File: src/rtl/hazard_ctrl.sv
// Hazard and forwarding controller for the 5-stage pipeline: EX forwarding,
// load-use stall, branch flush, data-memory freeze with watchdog, perf counters.
module hazard_ctrl #(
  parameter int unsigned REG_AW  = 5,
  parameter int unsigned CNT_W   = 16,
  parameter int unsigned TIMEOUT = 64
) (
  input  logic              clk,
  input  logic              rst_n,
  input  logic [REG_AW-1:0] rs1_d_i,
  input  logic [REG_AW-1:0] rs2_d_i,
  input  logic [REG_AW-1:0] rs1_e_i,
  input  logic [REG_AW-1:0] rs2_e_i,
  input  logic [REG_AW-1:0] rd_e_i,
  input  logic [REG_AW-1:0] rd_m_i,
  input  logic [REG_AW-1:0] rd_w_i,
  input  logic              regwrite_m_i,
  input  logic              regwrite_w_i,
  input  logic              load_e_i,
  input  logic              pcsrc_e_i,
  input  logic              mem_busy_i,
  input  logic              clr_i,
  output logic              stall_f_o,
  output logic              stall_d_o,
  output logic              stall_e_o,
  output logic              stall_m_o,
  output logic              flush_d_o,
  output logic              flush_e_o,
  output logic [1:0]        fwd_a_e_o,
  output logic [1:0]        fwd_b_e_o,
  output logic              mem_wait_o,
  output logic [CNT_W-1:0]  stall_cnt_o,
  output logic [CNT_W-1:0]  flush_cnt_o,
  output logic              err_timeout_o
);

  localparam int unsigned WCNT_W = $clog2(TIMEOUT + 1);
  localparam logic [0:0]  S_RUN  = 1'b0;
  localparam logic [0:0]  S_WAIT = 1'b1;

  logic [0:0]        state, stateNext;
  logic [WCNT_W-1:0] waitCnt, waitCntNext;
  logic              errSet;
  logic              lwHz;
  logic              stallAny;
  logic              flushEvt;

  // M result wins over W; x0 is never a forwarding source.
  function automatic logic [1:0] fwdSel(
    input logic [REG_AW-1:0] rs,
    input logic              wrM,
    input logic [REG_AW-1:0] rdM,
    input logic              wrW,
    input logic [REG_AW-1:0] rdW
  );
    if (wrM && (rdM != '0) && (rdM == rs)) return 2'b10;
    if (wrW && (rdW != '0) && (rdW == rs)) return 2'b01;
    return 2'b00;
  endfunction

  always_comb begin
    fwd_a_e_o = 2'b00;
    fwd_b_e_o = 2'b00;
    if (rst_n) begin
      fwd_a_e_o = fwdSel(rs1_e_i, regwrite_m_i, rd_m_i, regwrite_w_i, rd_w_i);
      fwd_b_e_o = fwdSel(rs2_e_i, regwrite_m_i, rd_m_i, regwrite_w_i, rd_w_i);
    end
  end

  assign lwHz = load_e_i && (rd_e_i != '0) && ((rd_e_i == rs1_d_i) || (rd_e_i == rs2_d_i));

  // Freeze beats redirect beats load-use; reset forces bubbles everywhere.
  always_comb begin
    stall_f_o = 1'b0;
    stall_d_o = 1'b0;
    stall_e_o = 1'b0;
    stall_m_o = 1'b0;
    flush_d_o = 1'b0;
    flush_e_o = 1'b0;
    if (!rst_n) begin
      flush_d_o = 1'b1;
      flush_e_o = 1'b1;
    end else if (mem_busy_i) begin
      stall_f_o = 1'b1;
      stall_d_o = 1'b1;
      stall_e_o = 1'b1;
      stall_m_o = 1'b1;
    end else if (pcsrc_e_i) begin
      flush_d_o = 1'b1;
      flush_e_o = 1'b1;
    end else if (lwHz) begin
      stall_f_o = 1'b1;
      stall_d_o = 1'b1;
      flush_e_o = 1'b1;
    end
  end

  assign stallAny = stall_f_o | stall_d_o | stall_e_o | stall_m_o;
  assign flushEvt = rst_n && !mem_busy_i && pcsrc_e_i;

  always_comb begin
    stateNext   = state;
    waitCntNext = waitCnt;
    errSet      = 1'b0;
    case (state)
      S_RUN: begin
        if (mem_busy_i) begin
          stateNext   = S_WAIT;
          waitCntNext = WCNT_W'(1);
        end
      end
      S_WAIT: begin
        if (!mem_busy_i) begin
          stateNext   = S_RUN;
          waitCntNext = '0;
        end else begin
          if (waitCnt == WCNT_W'(TIMEOUT - 1)) errSet = 1'b1;
          if (waitCnt != WCNT_W'(TIMEOUT)) waitCntNext = waitCnt + WCNT_W'(1);
        end
      end
      default: begin
        stateNext   = S_RUN;
        waitCntNext = '0;
      end
    endcase
  end

  always_ff @(negedge clk or negedge rst_n) begin
    if (!rst_n) begin
      state   <= S_RUN;
      waitCnt <= '0;
    end else begin
      state   <= stateNext;
      waitCnt <= waitCntNext;
    end
  end

  assign mem_wait_o = (state == S_WAIT);

  // Clear outranks any same-cycle increment or watchdog set.
  always_ff @(negedge clk or negedge rst_n) begin
    if (!rst_n) begin
      stall_cnt_o   <= '0;
      flush_cnt_o   <= '0;
      err_timeout_o <= 1'b0;
    end else if (clr_i) begin
      stall_cnt_o   <= '0;
      flush_cnt_o   <= '0;
      err_timeout_o <= 1'b0;
    end else begin
      if (stallAny && (stall_cnt_o != '1)) stall_cnt_o <= stall_cnt_o + CNT_W'(1);
      if (flushEvt && (flush_cnt_o != '1)) flush_cnt_o <= flush_cnt_o + CNT_W'(1);
      if (errSet) err_timeout_o <= 1'b1;
    end
  end

endmodule

File: config.mk
export PLATFORM = sky130hd
export DESIGN_NAME = hazard_ctrl
export DESIGN_NICKNAME = d
export VERILOG_FILES = /design/src/rtl/hazard_ctrl.sv
export SDC_FILE = /design/constraint.sdc
export NUM_CORES = 1
export LEC_CHECK = 0
export CAP_MARGIN = 30
export CORE_MARGIN = 3
export CORE_UTILIZATION = 50
export DETAILED_ROUTE_END_ITERATION = 10
export PLACE_DENSITY_LB_ADDON = 0.15
export SYNTH_ARGS = -nofsm -noshare
export SYNTH_HDL_FRONTEND = slang
export SYNTH_SLANG_ARGS = --single-unit
File: constraint.sdc
create_clock -name clk -period 3.4 [get_ports clk]
set_clock_uncertainty 0.05 [all_clocks]
set_input_delay 0.51 -clock clk [delete_from_list [all_inputs] [get_ports clk]]
set_output_delay 0.51 -clock clk [all_outputs]
set_load 0.03 [all_outputs]
## Word level (Yosys, flattened, before mapping)

Index checks and enable logic that the tools add are counted.

| storage, ports and cells | value |
|---|---|
| bits in writable memories | 0 |
| memories kept | 0 |
| output and inout bits | 44 |
| flip-flop bits (word level) | 41 |
| bits in read-only memories | 0 |
| bits in latches | 0 |
| word-level logic and storage cells | 89 |
| bits of input ports | 43 |

| operators by class | value |
|---|---|
| mux-type cells | 45 |
| div/mod/pow operators | 0 |
| equality and inequality tests | 12 |
| $mul | 0 |
| $lt $le $gt $ge | 0 |
| shift operators | 0 |
| bitwise gates (word level) | 3 |
| add/sub/neg operators | 3 |
| reduce and logical (&&, ||, !) cells | 21 |

Operators by type and width:

| operator | number |
|---|---|
| $mux 16 | 4 |
| $add 16x1->16 const B | 2 |
| $ne 16x16->1 const B | 2 |
| $eq 5x5->1 | 6 |
| $mux 1 | 27 |
| $mux 7 | 3 |
| $mux 2 | 10 |
| $reduce_bool 5->1 | 3 |
| $pmux 7 s2 | 1 |
| $logic_and 1x1->1 | 12 |
| $add 7x1->7 const B | 1 |
| $eq 7x6->1 const B | 1 |
| $ne 7x7->1 const B | 1 |
| $reduce_bool 2->1 | 3 |
| $ne 3x2->1 const B | 1 |
| $ne 2x2->1 const B | 1 |
| $or 1x1->1 | 2 |
| $reduce_and 2->1 | 1 |
| $logic_not 1->1 | 1 |
| $logic_or 1x1->1 | 1 |
| $not 1->1 | 1 |

## Logic depth before layout (Yosys ltp)

| logic depth | value |
|---|---|
| word-level depth | 12 |
| depth in mapped cells | 8 |
| depth with buffers taken out | 8 |

==> impl_results.md <==
- Status: finished, violations left
- Failing checks: negative setup slack
- Final worst slack: -190 ps
- ANT cells: 0
- Die Height: 77.9 µm
- Start of the worst register-to-register path: flush_cnt_o[6]$_DFFE_NN0P_
- R2R depth: 7
- Hold Path End: err_timeout_o$_DFFE_NN0P_
- Max-cap violation count: 0
- Worst-skew pair later-pin latency: 290 ps
- Area grow syn2layout: 46.4%
- Iter 0 DRT Violations: 143
- Total negative slack: -2020 ps
- EDFF count, synth: 0
- Floorplan row count: 25
- I/O Buffers: 86
- Worst vdd ir: 0.186 mV
- Synth area leaders: dfrtn_1 (40%), xor2_1 (11%), xnor2_1 (6.8%)
- Clk buf depth: 2
- CTS tree: built
- FFs w/ async S/R, synth: 100%
- Max Transition Viols Final: 0
- Initial DRT Pass Iterations: 5
- Share of the synthesized area in the top cell type: 39.7%
- PD cells: 273 nW/µm²
- Critical path endpoint category: flop
- Syn Area/Cell: 9.08 µm²
- Worst Hold Path Cells: 2
- Global-route wire length before repair: 11600 µm
- Cell with the most instances after synthesis: dfrtn_1
- Clock Pin Slew Worst Setup and Hold Paths: 50 ps
- Initial core utilization: 53.4%
- Flop2flop setup slack: 1200 ps
- Final setup vio count: 16
- Mean routed wirelength per cell: 15.0 µm
- WS Path Type: input pin to flop
- Worst Hold Class: flop to flop
- Die Width: 77.9 µm
- Fillcell total: 344
- Layout Nets: 441
- CTS buffer count: 5
- Synthesis Warnings: 0
- Largest net degree at the start of global routing: 34
- Sink Count: 41
- Synth Instances: 285
- CP Launch Type: input pin
- Most common library cells after synthesis: dfrtn_1 (41), xor2_1 (32), nor2_1 (31), nand3_1 (25), nand2_1 (22)
- Worst Max-Slew Pin Slew: 733 ps
- WL final: 6910 µm
- Clk root buf: clkbuf_8
- DRT antenna net count: 0
- Critical Path AT: 1970 ps
- Seq cells post-synth: 41
- Slew margin rel.: 50.7%
- Via density: 5.39
- CP max FO: 6
- Core ar.: 4850 µm²
- Total track usage: 23.6%
- Min-delay src: err_timeout_o$_DFFE_NN0P_
- Cell area after synthesis: 2590 µm²
- Sequential-to-total area share from yosys stat: 39.7%
- Routed via count: 2484
- Critical Path RT: 1780 ps
- Vias in the first global route: 2518
- RSZ-0062 raised after global routing: true
- Leakage: 1.65 nW
- Tot Pwr: 0.00103 W
- RD Place Congestion: 0.870
- Share of cells above drive strength 1: 28.2%
- # IOs: 87
- Syn nets: 332
- GRT overflow: 0
- DRC viols: 0
- Htree depth: 2
- Distinct cells, synth: 43
- Hold_buf cts: 0
- Final hold viol count: 0
- Main synth FF type: dfrtn_1
- Critical R2R Capture: flush_cnt_o[3]$_DFFE_NN0P_
- Die ar.: 6070 µm²
- DP Wirelength: 5010 µm
- Initial antenna violation count: 0
- Leading area contributor after synthesis: dfrtn_1
kinds of logic after synthesis:
kind of cell	count (synthesis)	synth area share (%)
flip-flops	41	39.7
AND/OR/NAND/NOR	131	26.3
buffers and inverters	15	3.63
adder cells (fa/ha/maj)	4	1.93
multiplexers	1	0.387
AO/OA/AOI/OAI	41	10.5
XOR/XNOR	52	17.6
report_power, final:
part	total, W	switching, W	internal (W)
clock network	0.000315	0.000154	0.000161
logic	0.000215	0.000106	0.000109
registers	0.000504	0.00000713	0.000496
total	0.00103	0.000267	0.000766
stage by stage:
| step | hold WS, ps | utilization, % | cell area [µm²] | setup slack [ps] | cells |
|---|---|---|---|---|---|
| 2_1_floorplan | 374 | - | 2630 | -349 | 285 |
| 3_3_place_gp | 389 | 72.8 | 3530 | -826 | 444 |
| 3_5_place_dp | 397 | 72.8 | 3530 | -882 | 444 |
| 4_1_cts | 397 | 77.1 | 3740 | -214 | 458 |
| 5_1_grt | 444 | 78.1 | 3790 | -228 | 461 |
| 6_report | 395 | 78.1 | 3790 | -190 | 461 |
cell usage in the layout (no fill, tap or decap), types with 4 or more instances in the layout:
| cell type | netlist | layout |
|---|---|---|
| buf_4 | 3 | 56 |
| dfrtn_1 | 41 | 41 |
| xor2_1 | 32 | 32 |
| clkdlybuf4s50_1 | 0 | 32 |
| nor2_1 | 31 | 31 |
| nand2_1 | 22 | 21 |
| nand3_1 | 25 | 20 |
| xnor2_1 | 20 | 17 |
| o21ai_0 | 17 | 12 |
| and3_1 | 8 | 8 |
| nand4_1 | 7 | 7 |
| nor4_1 | 6 | 6 |
| or3_1 | 7 | 6 |
| a21oi_2 | 1 | 6 |
| nand3_2 | 1 | 6 |
| clkbuf_8 | 0 | 6 |
| dlygate4sd2_1 | 0 | 6 |
| inv_1 | 5 | 5 |
| o21ai_1 | 0 | 5 |
| or4_1 | 6 | 4 |
| a21oi_1 | 10 | 4 |
| ha_1 | 4 | 4 |
| clkdlybuf4s15_1 | 0 | 4 |
| buf_2 | 0 | 4 |
| clkbuf_2 | 0 | 4 |
cell type report:
class | instances | area, µm² | share of cell area [%]
Clock buffer | 7 | 86.3 | 2.28
Timing Repair Buffer | 111 | 942 | 24.9
Inverter | 5 | 18.8 | 0.495
Tap cell | 67 | 83.8 | 2.21
Multi-Input combinational cell | 230 | 1630 | 43.1
Sequential cell | 41 | 1030 | 27.1
repair_timing:
item,CTS,global route
buffers inserted,6,3
cloned,1,0
setup endpoints to repair,39,21
gates resized for setup,62,20
pin swaps,35,22
worst max path at each step:
stage | start | endpoint | slack [ps] | cells after the start
2_1_floorplan | rd_e_i[1] | stall_cnt_o[8]$_DFFE_NN0P_ | -350 | 7
6_report | rd_e_i[4] | stall_cnt_o[8]$_DFFE_NN0P_ | -190 | 7
5_1_grt | rs2_d_i[0] | stall_cnt_o[14]$_DFFE_NN0P_ | -230 | 8
3_5_place_dp | rd_e_i[2] | stall_cnt_o[0]$_DFFE_NN0P_ | -880 | 7
4_1_cts | rd_e_i[4] | stall_cnt_o[8]$_DFFE_NN0P_ | -210 | 7
3_3_place_gp | rd_e_i[2] | stall_cnt_o[0]$_DFFE_NN0P_ | -830 | 7
flip-flops by register name (all words and copies together) (netlist names):
signal / flops
err_timeout_o: 1
flush_cnt_o: 16
mem_wait_o: 1
stall_cnt_o: 16
waitCnt: 7
per-layer routing:
metal / vias up / track usage [%] / wire length (µm) / part of all wire [%]
met2: 81 / 41.4 / 3540 / 51
met5: - / 0 / 0 / 0
li1: 1209 / - / - / -
met3: 9 / 6.15 / 431 / 6.2
met1: 1185 / 29.2 / 2850 / 41
met4: 0 / 5.07 / 89 / 1.3
critical path: stages:
cell     delay [ps]
buf_8           100
or4_4           520
o21a_4          250
a21o_4          250
nand4_1         110
xor2_1          180
nor2_1           60
No activity file was read; power rests on OpenSTA's default activity.
